===== src/rtl/dpa_timebase_seq_if.sv =====
// Image-memory bus between the timebase sequencer (master) and the memory (slave).
// The sequencer drives the bus only while bus_own is high.
interface dpa_timebase_seq_if;
  logic [19:0] IM_A;
  logic [23:0] IM_Q;
  logic        IM_WEN;
  logic        bus_own;

  modport master (
    output IM_A,
    output IM_WEN,
    output bus_own,
    input  IM_Q
  );

  modport slave (
    input  IM_A,
    input  IM_WEN,
    input  bus_own,
    output IM_Q
  );
endinterface


===== src/rtl/dpa_timebase_seq.sv =====
// Album header fetch, HH:MM:SS timekeeping and slideshow sequencing with
// req/ack handshakes toward the time and photo renderers.
module dpa_timebase_seq #(
  parameter int CLK_PER_SEC   = 1000000,
  parameter int MAX_PHOTOS    = 4,
  parameter int SEC_PER_PHOTO = 2,
  parameter int HDR_BASE      = 0
) (
  input  logic                      clk,
  input  logic                      reset,
  dpa_timebase_seq_if.master        im,
  output logic                      hdr_valid,
  output logic [23:0]               fb_addr,
  output logic [4:0]                photo_cnt,
  output logic [3:0]                photo_idx,
  output logic [23:0]               photo_addr,
  output logic [23:0]               photo_size,
  output logic [4:0]                hour,
  output logic [5:0]                minute,
  output logic [5:0]                second,
  output logic                      time_req,
  input  logic                      time_ack,
  output logic                      photo_req,
  input  logic                      photo_ack,
  output logic                      overrun
);

  localparam int N_WORDS = 3 + 2 * MAX_PHOTOS;
  localparam int K_W     = $clog2(N_WORDS + 1);
  localparam int SC_W    = $clog2(CLK_PER_SEC);
  localparam int PH_W    = $clog2(SEC_PER_PHOTO + 1);

  localparam logic [K_W-1:0]  K_LAST  = K_W'(N_WORDS);
  localparam logic [SC_W-1:0] SC_LAST = SC_W'(CLK_PER_SEC - 1);
  localparam logic [PH_W-1:0] PH_LAST = PH_W'(SEC_PER_PHOTO - 1);
  localparam logic [19:0]     BASE_A  = 20'(HDR_BASE);
  localparam logic [4:0]      CNT_MAX = 5'(MAX_PHOTOS);

  typedef enum logic [1:0] {
    ST_FETCH,
    ST_START,
    ST_RUN
  } state_e;

  state_e           state_q, state_d;
  logic [K_W-1:0]   k_q, k_d;
  logic [SC_W-1:0]  sc_q, sc_d;
  logic [PH_W-1:0]  ph_q, ph_d;
  logic [4:0]       hh_q, hh_d;
  logic [5:0]       mm_q, mm_d;
  logic [5:0]       ss_q, ss_d;
  logic [23:0]      fb_q, fb_d;
  logic [4:0]       cnt_q, cnt_d;
  logic [3:0]       idx_q, idx_d;
  logic [23:0]      addr_q [MAX_PHOTOS];
  logic [23:0]      addr_d [MAX_PHOTOS];
  logic [23:0]      size_q [MAX_PHOTOS];
  logic [23:0]      size_d [MAX_PHOTOS];
  logic             hv_q, hv_d;
  logic             treq_q, treq_d;
  logic             preq_q, preq_d;
  logic             ovr_q, ovr_d;

  logic             tick;
  logic             time_evt;
  logic             photo_evt;
  int               word_idx;
  int               slot_rel;

  always_comb begin
    // NOTE: every signal driven here gets a default first, so no path can
    // leave one unassigned and infer a latch.
    state_d    = state_q;
    k_d        = k_q;
    sc_d       = sc_q;
    ph_d       = ph_q;
    hh_d       = hh_q;
    mm_d       = mm_q;
    ss_d       = ss_q;
    fb_d       = fb_q;
    cnt_d      = cnt_q;
    idx_d      = idx_q;
    addr_d     = addr_q;
    size_d     = size_q;
    hv_d       = hv_q;
    tick       = 1'b0;
    time_evt   = 1'b0;
    photo_evt  = 1'b0;
    word_idx   = int'(k_q) - 1;
    slot_rel   = word_idx - 3;
    im.IM_A    = '0;
    im.IM_WEN  = 1'b1;
    im.bus_own = 1'b0;

    unique case (state_q)
      ST_FETCH: begin
        im.bus_own = 1'b1;
        im.IM_A    = BASE_A + 20'(k_q);
        // Read data lags the address by one cycle, so cycle k captures word k-1.
        if (k_q != '0) begin
          unique case (word_idx)
            0: begin
              hh_d = (im.IM_Q[23:16] > 8'd23) ? 5'd0 : im.IM_Q[20:16];
              mm_d = (im.IM_Q[15:8]  > 8'd59) ? 6'd0 : im.IM_Q[13:8];
              ss_d = (im.IM_Q[7:0]   > 8'd59) ? 6'd0 : im.IM_Q[5:0];
            end
            1: fb_d = im.IM_Q;
            2: cnt_d = (im.IM_Q > 24'(MAX_PHOTOS)) ? CNT_MAX : im.IM_Q[4:0];
            default: begin
              for (int s = 0; s < MAX_PHOTOS; s++) begin
                if (slot_rel == 2 * s)     addr_d[s] = im.IM_Q;
                if (slot_rel == 2 * s + 1) size_d[s] = im.IM_Q;
              end
            end
          endcase
        end
        if (k_q == K_LAST) state_d = ST_START;
        else               k_d     = k_q + 1'b1;
      end

      ST_START: begin
        hv_d      = 1'b1;
        time_evt  = 1'b1;
        photo_evt = (cnt_q != 5'd0);
        idx_d     = '0;
        sc_d      = '0;
        ph_d      = '0;
        state_d   = ST_RUN;
      end

      ST_RUN: begin
        tick = (sc_q == SC_LAST);
        sc_d = tick ? '0 : sc_q + 1'b1;
        if (tick) begin
          time_evt = 1'b1;
          if (ss_q == 6'd59) begin
            ss_d = 6'd0;
            if (mm_q == 6'd59) begin
              mm_d = 6'd0;
              hh_d = (hh_q == 5'd23) ? 5'd0 : hh_q + 5'd1;
            end else begin
              mm_d = mm_q + 6'd1;
            end
          end else begin
            ss_d = ss_q + 6'd1;
          end

          if (ph_q == PH_LAST) begin
            ph_d = '0;
            if (cnt_q != 5'd0) begin
              photo_evt = 1'b1;
              idx_d     = (({1'b0, idx_q} + 5'd1) == cnt_q) ? 4'd0 : idx_q + 4'd1;
            end
          end else begin
            ph_d = ph_q + 1'b1;
          end
        end
      end

      default: state_d = ST_FETCH;
    endcase

    // A pending req is kept (coalesced) when a new event lands before its ack.
    treq_d = (treq_q & ~time_ack)  | time_evt;
    preq_d = (preq_q & ~photo_ack) | photo_evt;
    ovr_d  = ovr_q
           | (time_evt  & treq_q & ~time_ack)
           | (photo_evt & preq_q & ~photo_ack);
  end

  always_ff @(posedge clk) begin
    // NOTE: state registers use non-blocking assignments so every flop samples
    // the pre-edge values regardless of statement order.
    if (reset) begin
      state_q <= ST_FETCH;
      k_q     <= '0;
      sc_q    <= '0;
      ph_q    <= '0;
      hh_q    <= '0;
      mm_q    <= '0;
      ss_q    <= '0;
      fb_q    <= '0;
      cnt_q   <= '0;
      idx_q   <= '0;
      hv_q    <= 1'b0;
      treq_q  <= 1'b0;
      preq_q  <= 1'b0;
      ovr_q   <= 1'b0;
      // NOTE: the slot table is reset because photo_addr/photo_size read it
      // directly and must show zero straight out of reset.
      for (int s = 0; s < MAX_PHOTOS; s++) begin
        addr_q[s] <= '0;
        size_q[s] <= '0;
      end
    end else begin
      state_q <= state_d;
      k_q     <= k_d;
      sc_q    <= sc_d;
      ph_q    <= ph_d;
      hh_q    <= hh_d;
      mm_q    <= mm_d;
      ss_q    <= ss_d;
      fb_q    <= fb_d;
      cnt_q   <= cnt_d;
      idx_q   <= idx_d;
      hv_q    <= hv_d;
      treq_q  <= treq_d;
      preq_q  <= preq_d;
      ovr_q   <= ovr_d;
      addr_q  <= addr_d;
      size_q  <= size_d;
    end
  end

  always_comb begin
    photo_addr = '0;
    photo_size = '0;
    for (int s = 0; s < MAX_PHOTOS; s++) begin
      if (idx_q == 4'(s)) begin
        photo_addr = addr_q[s];
        photo_size = size_q[s];
      end
    end
  end

  assign hdr_valid = hv_q;
  assign fb_addr   = fb_q;
  assign photo_cnt = cnt_q;
  assign photo_idx = idx_q;
  assign hour      = hh_q;
  assign minute    = mm_q;
  assign second    = ss_q;
  assign time_req  = treq_q;
  assign photo_req = preq_q;
  assign overrun   = ovr_q;

endmodule


===== src/flat_wrapper.sv =====
// flat-port wrapper written by rule: the top's interface ports become plain ports
module dpa_timebase_seq_flat 
#(
  parameter int CLK_PER_SEC   = 1000000,
  parameter int MAX_PHOTOS    = 4,
  parameter int SEC_PER_PHOTO = 2,
  parameter int HDR_BASE      = 0
)
  (clk, reset, hdr_valid, fb_addr, photo_cnt, photo_idx, photo_addr, photo_size, hour, minute, second, time_req, time_ack, photo_req, photo_ack, overrun, im_IM_A, im_IM_WEN, im_bus_own, im_IM_Q);
  dpa_timebase_seq_if im_i ();
  input  logic clk;
  input  logic reset;
  output logic hdr_valid;
  output logic [23:0] fb_addr;
  output logic [4:0] photo_cnt;
  output logic [3:0] photo_idx;
  output logic [23:0] photo_addr;
  output logic [23:0] photo_size;
  output logic [4:0] hour;
  output logic [5:0] minute;
  output logic [5:0] second;
  output logic time_req;
  input  logic time_ack;
  output logic photo_req;
  input  logic photo_ack;
  output logic overrun;
  output wire logic [$bits(im_i.IM_A)-1:0] im_IM_A;
  output wire logic [$bits(im_i.IM_WEN)-1:0] im_IM_WEN;
  output wire logic [$bits(im_i.bus_own)-1:0] im_bus_own;
  input wire logic [$bits(im_i.IM_Q)-1:0] im_IM_Q;
  assign im_IM_A = im_i.IM_A;
  assign im_IM_WEN = im_i.IM_WEN;
  assign im_bus_own = im_i.bus_own;
  assign im_i.IM_Q = im_IM_Q;
  dpa_timebase_seq #(.CLK_PER_SEC(CLK_PER_SEC), .MAX_PHOTOS(MAX_PHOTOS), .SEC_PER_PHOTO(SEC_PER_PHOTO), .HDR_BASE(HDR_BASE)) u_core (.clk(clk), .reset(reset), .im(im_i), .hdr_valid(hdr_valid), .fb_addr(fb_addr), .photo_cnt(photo_cnt), .photo_idx(photo_idx), .photo_addr(photo_addr), .photo_size(photo_size), .hour(hour), .minute(minute), .second(second), .time_req(time_req), .time_ack(time_ack), .photo_req(photo_req), .photo_ack(photo_ack), .overrun(overrun));
endmodule

===== config.mk =====
export PLATFORM = sky130hd
export DESIGN_NAME = dpa_timebase_seq_flat
export DESIGN_NICKNAME = d
export VERILOG_FILES = /design/src/rtl/dpa_timebase_seq_if.sv /design/src/rtl/dpa_timebase_seq.sv /design/src/flat_wrapper.sv
export SDC_FILE = /design/constraint.sdc
export NUM_CORES = 1
export LEC_CHECK = 0
export CORE_UTILIZATION = 51
export DETAILED_ROUTE_END_ITERATION = 7
export GPL_TIMING_DRIVEN = 0
export HOLD_SLACK_MARGIN = 0.12
export PLACE_DENSITY_LB_ADDON = 0.2
export SETUP_SLACK_MARGIN = 0.1
export SKIP_CTS_REPAIR_TIMING = 1
export SYNTH_ARGS = -nofsm -noshare
export SYNTH_HDL_FRONTEND = slang
export SYNTH_SLANG_ARGS = --single-unit

===== constraint.sdc =====
create_clock -name clk -period 3.4 [get_ports clk]
set_clock_uncertainty 0.05 [all_clocks]
set_input_delay 0.68 -clock clk [delete_from_list [all_inputs] [get_ports clk]]
set_output_delay 0.68 -clock clk [all_outputs]
set_load 0.02 [all_outputs]

# Word level (Yosys, flattened, before mapping)
# Cells that the tools add are included.
dict set report word_totals {
  out_inout_bits 124
  regBits 274
}
dict set report op_classes {
  magnitude_cmp 4
  muxes 50
  n_bitwise 15
  eq_ne 29
  addsub 10
  reduce_logical 26
}
# operator count
set op_table {}
lappend op_table {{$mux W24} 8}
lappend op_table {{$eq A32 B4 Y1 const B} 4}
lappend op_table {{$mux W6} 11}
lappend op_table {{$eq A32 B2 Y1 const B} 2}
lappend op_table {{$eq A32 B3 Y1 const B} 2}
lappend op_table {{$logic_not A32 Y1} 2}
lappend op_table {{$mux W5} 8}
lappend op_table {{$pmux W20 S2} 1}
lappend op_table {{$reduce_and A4 Y1} 10}
lappend op_table {{$eq A32 B1 Y1 const B} 1}
lappend op_table {{$sub A32 B3 Y32 const B} 1}
lappend op_table {{$gt A24 B3 Y1 const B} 1}
lappend op_table {{$pmux W6 S2} 2}
lappend op_table {{$add A20 B1 Y20 const B} 1}
lappend op_table {{$eq A20 B20 Y1 const B} 1}
lappend op_table {{$mux W20} 1}
lappend op_table {{$mux W4} 5}
lappend op_table {{$gt A8 B6 Y1 const B} 2}
lappend op_table {{$ne A2 B1 Y1 const B} 7}
lappend op_table {{$add A6 B1 Y6 const B} 2}
lappend op_table {{$eq A6 B6 Y1 const B} 2}
lappend op_table {{$pmux W5 S2} 1}
lappend op_table {{$add A4 B1 Y4 const B} 2}
lappend op_table {{$eq A4 B2 Y1 const B} 2}
lappend op_table {{other kinds (31)} 55}

# Longest topological paths before layout
# Gate-level depths: netlist of the first run.
dict set report logic_depth {
  ltp_word 8
  depth_mapped 15
  depth_no_buf 11
}

# Worst setup path after synthesis of the first run
# OpenSTA, ideal clock, no wires.
dict set report synth_path {
  path_kind {register to register}
  startpoint {register u_core.k_q[0]}
  endpoint {register u_core.addr_q[27] (netlist bit)}
  setup_time_ns 0.128
  path_stages_with_launch 15
  path_slack_ns -0.310
  required_ns 3.222
  synth_period_minus_slack_ns 3.710
  n_path_buf 3
  t_arrival_ns 3.533
  path_cell_list {dfxtp_1 clkbuf_1 inv_1 ha_1 or2_1 o31ai_1 buf_2 o21ai_0 ha_1 nor4b_1 nand4b_1 nor4_4 buf_4 mux2i_1 nor2_1}
}
# element line
set synth_lines {}
lappend synth_lines {{from (decl)} dpa_timebase_seq.sv:46} ;# logic [K_W-1:0] k_q, k_d;
lappend synth_lines {{from (signal assigned)} dpa_timebase_seq.sv:197} ;# k_q <= k_d;
lappend synth_lines {{to (signal assigned)} dpa_timebase_seq.sv:210} ;# addr_q <= addr_d;
lappend synth_lines {{to (decl)} dpa_timebase_seq.sv:55} ;# logic [23:0] addr_q [MAX_PHOTOS];

==> run_results.csv, run 1 <==
group,metric,value,unit
synth,yosysWarnings,0,
die,die_w,160,um
synth,post_synth_num_cell_types,75,
global_routing,globalRouteOverflowTotal,0,
route,drt-initial-drc-count,1028,
worst_setup_path,crit-reg2reg-launch,"u_core.k_q[0]$_SDFFE_PP0P_",
place,io_buffer_count,133,
timing,slew-limit-headroom,22.1,%
worst_setup_path,crit_required,3.77,ns
worst_setup_path,cpMaxStageDelayCell,"sky130_fd_sc_hd__dfxtp_4",
outcome,result_of_the_run,"finished, violations left",
timing,final-hold-violation-count,0,
timing,final-max-slew-violation-count,0,
worst_hold_path,holdCritStartpoint,"u_core.fb_addr[10]$_SDFFE_PP0P_",
route,detail_route.wirelength,39100,um
clock_tree,cts_max_path_buffers,3,
route,detailroute.via_count,11687,
place,globalplace.congestion,0.859,
worst_setup_path,end_kind,"flop",
layout,flow.area_growth_from_synthesis,28.8,%
place,dpl_worst_slack,-0.479,ns
outcome,failed_checks,"setup timing",
die,fp.dieH,160,um
timing,fmax,293,MHz
route,routedWlPerCell,19.4,um
worst_hold_path,min-delay-path-class,"flop to flop",
route,dr.pass1.iters,5,
flow_run,max-cap-violations,0,
route,routed_via_density,5.81,
worst_setup_path,crit_path_max_fanout,8,
timing,period_minus_slack,3.41,ns
synth,synth.top_cell.area_share,43.0,%
synth,ys_async_sr_fraction,0,%
die,die_area,25700,um^2
global_routing,grt_pass1_wl,59200,um
worst_setup_path,crit_arrival,3.78,ns
power,irDropWorstVdd,0.400,mV
die,core.rowCount,57,
die,floorplan.initialDensity,52.2,%
timing,period_share,100,%
timing,grt_setup_unrepaired,"true",
layout,final_layout_size_suffix_gt1_share,14.4,%
synth,synthTopCellsByArea,"sky130_fd_sc_hd__dfxtp_1, sky130_fd_sc_hd__mux2i_1, sky130_fd_sc_hd__nand2_1, sky130_fd_sc_hd__a221o_1, sky130_fd_sc_hd__o21ai_0",
power,total_leakage_power,7.20,nW
synth,synth_largest_area_cell,"sky130_fd_sc_hd__dfxtp_1",
timing,final_setup_vio_count,3,
layout,diodes,0,
place,hpwl,26700,um
power,design_power_total,8.22,mW
timing,worst_pin_slew,1.15,ns
route,ant_nets,0,
global_routing,first_global_vias,10894,
synth,syn-instance-count,1442,
synth,synth_area,12800,um^2
global_routing,antenna_found_initial,1,
synth,ys_ff_latch,274,
synth,postSynth.topFlopCell,"sky130_fd_sc_hd__dfxtp_1",
clock_tree,cts_root_buffer,"sky130_fd_sc_hd__clkbuf_16",
clock_tree,cts_htree_levels,1,
synth,ys_seq_area_share,43.0,%
clock_tree,cts_tree,"done",
worst_setup_path,path_cells,"buf_8 -> inv_8 -> ha_4 -> or2_4 -> o31ai_4 -> buf_6 -> o21ai_2 -> ha_1 -> nor4bb_4 -> nand3_2 -> nor3b_4 -> buf_4 -> nand3_4 -> clkbuf_16 -> mux2i_1",
synth,synth-edff-count,0,
clock_tree,worstSkewPairLatency,0.56,ns
global_routing,grt_max_degree,15,
route,drc,0,
worst_setup_path,timing.critical_path.slowest_cell_delay,0.38,ns
die,io_pins,152,
clock_tree,numClockSinks,274,
clock_tree,tritoncts.num_buffers,29,
clock_tree,cts.clk_slew.worst_paths,0.06,ns
timing,finalWorstSetupSlack,-0.00795,ns
power,power_per_cell_area,500,nW/um^2
global_routing,global_route.usage.total,28.9,%
die,floorplan.core_area,24500,um^2
worst_setup_path,critPathKind,"flop to flop",
worst_setup_path,worst_setup_path_startpoint,"u_core.k_q[0]$_SDFFE_PP0P_",
layout,nNetsFinal,1717,
synth,synth_area_per_cell,8.86,um^2
worst_setup_path,setup.worst_path.start_class,"flop",
[flip-flops by register name, summed over array words and instances (netlist names), 5 cells and up]
signal            count
u_core.addr_q        96
u_core.fb_addr       24
u_core.hour           5
u_core.minute         6
u_core.photo_cnt      5
u_core.sc_q          20
u_core.second         6
u_core.size_q        96
[through the flow]
step | hold slack, ns | utilization (%) | instances | area (um^2) | TNS, ns
2_1_floorplan | 0.375 | - | 1457 | 12900 | 0
3_3_place_gp | 0.385 | 59.9 | 1914 | 14600 | -67.55
3_5_place_dp | 0.398 | 59.9 | 1914 | 14600 | -60.06
4_1_cts | 0.408 | 63.9 | 1966 | 15600 | -94.90
5_1_grt | 0.420 | 67.2 | 2011 | 16400 | -10.64
6_report | 0.408 | 67.2 | 2011 | 16400 | -0.0125
[layout by cell type, fill, tap and decap left out, drive strengths merged, types with 4 or more instances in the layout]
cell           count
a21oi             57
a221o             48
a311oi             7
a31oi              6
and2               9
and3               7
buf              109
clkbuf           134
clkdlybuf4s50     85
clkinv             4
conb              17
dfxtp            274
dlymetal6s2s      13
ha                23
inv               14
mux2i            195
nand2            315
nand3             35
nand3b             8
nand4             10
nand4b             4
nor2              71
nor2b              6
nor3              15
nor4              17
o21ai            110
o31ai              4
xnor2             17
xor2              12
[final cells by class]
cell class / count / area (um^2)
clock buffers: 43 / 868
well taps: 324 / 405
flip-flops and latches: 274 / 5500
fillers: 1954 / 8020
inverters: 13 / 56.3
plain buffers: 120 / 930
clock inverters: 9 / 126
repair buffers: 178 / 1700
multi-input cells: 1050 / 6860
[worst max-delay path, delay by kind of cell, from the launching register on]
kind,cells,cell delay [ns]
simple gates,5,1.24
buf+inv,5,0.76
fa+ha+maj,2,0.49
flops,1,0.38
compound gates,2,0.25
mux,1,0.12
[kinds of logic after synthesis]
group	count (synthesis)	synth area share, %
AND/OR/NAND/NOR	520	18.5
flip-flops	274	43.0
AO/OA/AOI/OAI	264	13.7
multiplexers	196	15.4
buffers and inverters	133	4.99
XOR/XNOR	30	2.17
adder cells (fa/ha/maj)	23	2.25
other	2	0.0588
[final timing paths]
path         slack, ns  cells past startpoint                              end
max             -0.008                     15   u_core.size_q[82]$_SDFFE_PP0P_
min reg2reg       0.41                      2  u_core.fb_addr[10]$_SDFFE_PP0P_
max reg2reg     -0.008                     15   u_core.size_q[82]$_SDFFE_PP0P_
min               0.41                      2  u_core.fb_addr[10]$_SDFFE_PP0P_
[Yosys cell counts (4+ instances only)]
cell                       count
sky130_fd_sc_hd__xnor2_1      17
sky130_fd_sc_hd__nand3_1      30
sky130_fd_sc_hd__a221o_1      48
sky130_fd_sc_hd__nand3_2       5
sky130_fd_sc_hd__o21ai_0      61
sky130_fd_sc_hd__nor2_1       71
sky130_fd_sc_hd__dfxtp_1     274
sky130_fd_sc_hd__ha_1         23
sky130_fd_sc_hd__nor4_1       15
sky130_fd_sc_hd__nand4b_1      4
sky130_fd_sc_hd__a31oi_1       6
sky130_fd_sc_hd__nand2_1     314
sky130_fd_sc_hd__nor3_1       14
sky130_fd_sc_hd__xor2_1       12
sky130_fd_sc_hd__o21ai_1      48
sky130_fd_sc_hd__buf_2        17
sky130_fd_sc_hd__buf_1         7
sky130_fd_sc_hd__nor2b_1       6
sky130_fd_sc_hd__and3_1        7
sky130_fd_sc_hd__mux2i_1     195
sky130_fd_sc_hd__inv_1        11
sky130_fd_sc_hd__a21oi_1      57
sky130_fd_sc_hd__buf_4        25
sky130_fd_sc_hd__clkbuf_1     68
sky130_fd_sc_hd__a311oi_1      7
sky130_fd_sc_hd__and2_1        9
sky130_fd_sc_hd__nand3b_1      8
sky130_fd_sc_hd__nand4_1       9
[power breakdown]
part | total, mW | internal [mW] | switching [mW]
logic | 1.56 | 0.644 | 0.920
registers | 3.36 | 3.28 | 0.0764
clock network | 3.30 | 1.98 | 1.32
total | 8.22 | 5.91 | 2.31
[metal layers]
| layer | vias to the layer above | track usage (%) | share of wire (%) |
|---|---|---|---|
| met4 | 0 | 9.22 | 2.9 |
| met5 | - | 0 | 0 |
| met3 | 74 | 4.78 | 7.8 |
| met1 | 5632 | 37.8 | 42 |
| li1 | 5496 | - | - |
| met2 | 485 | 48.4 | 47 |
(Power assumes the default switching activity.)
==> run 2: changes to the inputs <==
--- a/config.mk
+++ b/config.mk
@@ -8,7 +8,6 @@
 export CORE_UTILIZATION = 51
 export DETAILED_ROUTE_END_ITERATION = 7
 export GPL_TIMING_DRIVEN = 0
-export HOLD_SLACK_MARGIN = 0.12
 export PLACE_DENSITY_LB_ADDON = 0.2
 export SETUP_SLACK_MARGIN = 0.1
 export SKIP_CTS_REPAIR_TIMING = 1
==> results of run 2 <==
No change in the layout: final DEF, timing and power equal those of run 1.
